File: src/rtl/cpu_run_ctrl.sv
// cpu_run_ctrl: run/step/breakpoint controller that drives a one-cycle clock-enable pulse
// into the single-cycle MIPS core and counts the instructions it releases.
module cpu_run_ctrl #(
  parameter int DIV       = 50000000,
  parameter int DB_CYCLES = 500000,
  parameter int PC_W      = 32
) (
  input  logic            clk,
  input  logic            rst,
  input  logic            run_sw,
  input  logic            step_btn,
  input  logic            bp_en,
  input  logic [PC_W-1:0] bp_addr,
  input  logic [PC_W-1:0] pc,
  input  logic            halt_req,
  output logic            cpu_en,
  output logic [1:0]      state,
  output logic            halted,
  output logic [15:0]     instr_cnt
);
  localparam int TW = DIV > 1 ? $clog2(DIV) : 1;
  localparam int DW = DB_CYCLES > 1 ? $clog2(DB_CYCLES) : 1;
  typedef enum logic [1:0] {IDLE = 2'b00, RUN = 2'b01, STEP = 2'b10, BRK = 2'b11} state_t;
  state_t state_q, state_d;
  logic sync1_q, sync2_q, lvl_q, lvl_prev_q, skip_q, skip_d, en_q, issue;
  logic [DW-1:0] db_q;
  logic [TW-1:0] tick_q;
  logic [15:0] cnt_q;
  logic step_pulse, tick, bp_hit, db_done;
  assign step_pulse = lvl_q & ~lvl_prev_q;
  assign tick = state_q == RUN && tick_q == TW'(DIV - 1);
  assign bp_hit = bp_en && pc == bp_addr && !skip_q;
  assign db_done = db_q == DW'(DB_CYCLES - 1);
  always_ff @(posedge clk or posedge rst)
    if (rst) begin
      sync1_q <= 1'b0;
      sync2_q <= 1'b0;
      lvl_q <= 1'b0;
      lvl_prev_q <= 1'b0;
      db_q <= '0;
      tick_q <= '0;
      state_q <= IDLE;
      skip_q <= 1'b0;
      en_q <= 1'b0;
      cnt_q <= '0;
    end else begin
      sync1_q <= step_btn;
      sync2_q <= sync1_q;
      lvl_prev_q <= lvl_q;
      db_q <= (sync2_q == lvl_q || db_done) ? '0 : db_q + 1'b1;
      if (sync2_q != lvl_q && db_done) lvl_q <= sync2_q;
      tick_q <= (state_q != RUN || tick) ? '0 : tick_q + 1'b1;
      state_q <= state_d;
      skip_q <= skip_d;
      en_q <= issue;
      if (issue && cnt_q != 16'hFFFF) cnt_q <= cnt_q + 1'b1;
    end
  // BREAK is left only by a step or by dropping run_sw; both arm skip so the
  // breakpointed instruction is released once before bp_hit can fire again.
  always_comb begin
    state_d = state_q;
    skip_d = skip_q;
    issue = 1'b0;
    if (halt_req && state_q != BRK) state_d = BRK;
    else
      case (state_q)
        IDLE: state_d = run_sw ? RUN : step_pulse ? STEP : IDLE;
        RUN:
          if (!run_sw) state_d = IDLE;
          else if (tick) begin
            if (bp_hit) state_d = BRK;
            else issue = 1'b1;
          end
        STEP: begin
          issue = 1'b1;
          state_d = IDLE;
        end
        default:
          if (step_pulse) begin
            state_d = STEP;
            skip_d = 1'b1;
          end else if (!run_sw) begin
            state_d = IDLE;
            skip_d = 1'b1;
          end
      endcase
    if (issue) skip_d = 1'b0;
  end
  assign cpu_en = en_q;
  assign state = state_q;
  assign halted = state_q == BRK;
  assign instr_cnt = cnt_q;
endmodule
File: config.mk
export PLATFORM = sky130hd
export DESIGN_NAME = cpu_run_ctrl
export DESIGN_NICKNAME = d
export VERILOG_FILES = /design/src/rtl/cpu_run_ctrl.sv
export SDC_FILE = /design/constraint.sdc
export NUM_CORES = 1
export LEC_CHECK = 0
export CAP_MARGIN = 20
export CORE_MARGIN = 2
export CORE_UTILIZATION = 45
export DETAILED_ROUTE_END_ITERATION = 7
export PLACE_DENSITY_LB_ADDON = 0.05
export RECOVER_POWER = 25
export SLEW_MARGIN = 20
export SYNTH_ARGS = -nofsm -noshare
export SYNTH_HDL_FRONTEND = slang
export SYNTH_SLANG_ARGS = --single-unit
File: constraint.sdc
create_clock -name clk -period 4.7 [get_ports clk]
set_input_delay 0.705 -clock clk [delete_from_list [all_inputs] [get_ports clk]]
set_output_delay 0.705 -clock clk [all_outputs]
set_load 0.02 [all_outputs]
==> results.md <==
- Die Ht: 95.5 um
- Post-synthesis compound-gate area fraction: 0.0355
- Reg clk slew, reported paths: 70 ps
- Die area: 9120 sq um
- Post-detail-place hpwl: 5.90 mm
- Via count: 2986
- Initial Util: 0.461
- Total CTS buffers: 9
- Async S/R FF share, synth: 1.00
- EDFF count, synth: 0
- Pre-antenna DRT Iters: 4
- PwrDens: 315 nW/um^2
- Crit path depth: 8
- R2R Path End: instr_cnt[1]
- Fraction of final layout cells sized beyond drive strength 1: 0.0747
- CTS root buf: clkbuf_8
- Nets: 554
- Fill count: 748
- CP Capture Point: instr_cnt[1]
- Worst path max stage delay: 590 ps
- Clock Skews: 11.1 ps
- Max_slew headroom: 0.310
- Max Freq: 353 MHz
- Final period util: 0.602
- Cells after Synth: 383
- Final core utilization: 0.604
- Leakage Power: 0.00205 uW
- Vias in the first global route: 2872
- Setup Buffers After CTS: 0
- Count of final max-slew check failures: 0
- # resized after CTS: 0
- Hold slack: 355 ps
- Sequential fraction of the synthesis area: 0.458
- Peak supply drop: 0.283 mV
- Synth warn: 0
- Crit path cell chain: clkdlybuf4s50_1 > xnor2_1 > nand4_1 > or4_1 > nor4_2 > o21a_4 > nor2_1 > mux2_2
- Core area: 8180 sq um
- Most frequent cells in the layout: clkdlybuf4s50_1, dfrtp_1, nor2_1
- Crit Path Max Fanout: 16
- Drt drc: 0
- Min-Delay Path Class: reg2reg
- Syn_area_per_cell: 9.84 sq um
- Ys flop type: dfrtp_1
- Die width: 95.5 um
- Reg2Reg Setup Slack: 2000 ps
- Crit path capture type: flip-flop
- Yosys reg bits: 69
- CTS H-tree lvls: 3
- Placer congestion estimate: 0.816
- Crit path launch type: primary input
- Final antenna-violating net count: 0
- Transition time of the tightest slew-check pin: 1030 ps
- # port buffers: 89
- Reg2reg path depth: 7
- Drt wl/cell: 13.5 um
- Unrepaired setup endpoints after global routing: no
- CP Data Arrival Time: 3060 ps
- Final Non-Filler Cells: 587
- IO Pins: 90
- Initial antenna violation count: 0
- Hold Buf Count CTS: 0
- Synth unique cells: 40
- Clock Path Buffers: 2
- Commonest non-fill, non-tap cell in the layout: clkdlybuf4s50_1
- Simple-Gate Fraction of Synth Area: 0.260
- CTS tree: built
- GRT Total Usage: 0.187
- Slowest cell on crit path: or4_1
- N_diodes: 0
- Setup TNS: 0 ps
- # setup viols final: 0
- Clock Latency Late Sink: 340 ps
- Minimum clock period: 2830 ps
- Overflow after GRT: 0
- Largest net degree at the start of global routing: 43
- First-pass GRT wire length: 13.4 mm
- Area Overhead vs Synth: 31.1%
- Largest family of logic cells by synthesized area: simple AND/OR/NAND/NOR gates
- Final Hold Violating Endpoints: 0
- Total wire length: 7.95 mm
- Placed Cells: 571
- Crit path buffers/inverters: 1
- Critical path required time: 4930 ps
- DR iter-0 viols: 90
- XOR/XNOR Fraction of Synth Area: 0.188
- Synthesized Nets: 460
- Post-synthesis mux area share: 0.0116
- Adder and majority gate portion of the synthesized area: 0.0232
- FP Rows: 33
- Worst setup path startpoint: bp_addr[26]
- # clock sinks: 69
- Worst r2r src: instr_cnt[4]
- Top delay family on crit path: simple AND/OR/NAND/NOR gates
- CP Class: in2reg
- Vias per cell: 5.09
- Outcome: complete, no violations
- Syn Std Cell Area: 3770 sq um
- Max cap viols: 0
## power breakdown
| part | total, uW | internal (uW) | switching (uW) |
|---|---|---|---|
| sequential | 690 | 638 | 52.0 |
| combinational | 439 | 207 | 233 |
| clock | 425 | 193 | 232 |
| total | 1550 | 1040 | 516 |
## worst register-to-register path: cells and delay by family (launching register included)
kind / cells / cell delay, ps
flops: 1 / 420
mux: 1 / 320
simple gates: 6 / 1850
## state kept, by name, indices dropped and copies added, names as in the netlist
name        count
tick_q         26
db_q           19
instr_cnt      16
state           2
cpu_en          1
lvl_prev_q      1
lvl_q           1
skip_q          1
sync1_q         1
sync2_q         1
## how the worst min path moves through the flow
stage / startpoint / end / slack, ps / depth (start not counted)
after floorplan: sync1_q / sync2_q / 330 / 0
after global placement: sync1_q / sync2_q / 350 / 0
after CTS: sync1_q / sync2_q / 360 / 0
final: sync1_q / sync2_q / 350 / 0
after detailed placement: sync1_q / sync2_q / 340 / 0
after global routing: sync1_q / sync2_q / 380 / 0
## stage by stage
step / instance area [sq um] / setup WS, ps / total power, uW
finish: 4940 / 1870 / 1550
global route: 4940 / 1680 / 1650
CTS: 4940 / 1860 / 1580
detailed placement: 4760 / 1510 / 1150
global placement: 4760 / 1570 / 1130
floorplan: 3770 / 2260 / 951
## cells by family (layout without fill, tap and decap cells)
| kind of cell | count (synthesis) | after routing |
|---|---|---|
| fa+ha+maj | 7 | 7 |
| flops | 69 | 69 |
| buf+inv | 20 | 119 |
| xor+xnor | 81 | 81 |
| simple gates | 180 | 180 |
| compound gates | 22 | 22 |
| mux | 4 | 4 |
## layer usage
layer,track usage,part of all wire,up-vias
met2,0.308,0.47,73
met1,0.246,0.45,1414
met4,0.0536,0.012,0
met5,0,0,-
li1,-,-,1492
met3,0.0443,0.062,7
## layout make-up
type / instances / area (sq um) / area share
multi-input combinational: 294 / 1960 / 0.396
inverter: 12 / 45.0 / 0.00912
clock buffer: 9 / 124 / 0.0251
timing repair buffer: 91 / 906 / 0.183
tap: 105 / 131 / 0.0266
sequential: 69 / 1730 / 0.350
clock inverter: 7 / 50.0 / 0.0101
## synth_stat cells (all sizes together), types with 7 or more instances
| master | n | area share |
|---|---|---|
| a21oi | 9 | 0.012 |
| inv | 12 | 0.012 |
| xor2 | 49 | 0.11 |
| dfrtp | 69 | 0.46 |
| nand4 | 9 | 0.017 |
| nor2 | 50 | 0.050 |
| or3 | 7 | 0.012 |
| and3 | 10 | 0.017 |
| ha | 7 | 0.023 |
| o21ai | 7 | 0.0093 |
| nand3 | 29 | 0.040 |
| nand2 | 30 | 0.030 |
| xnor2 | 32 | 0.074 |
| nor3 | 12 | 0.017 |
| nor4 | 13 | 0.035 |
Power figures use the tool's default switching activity.
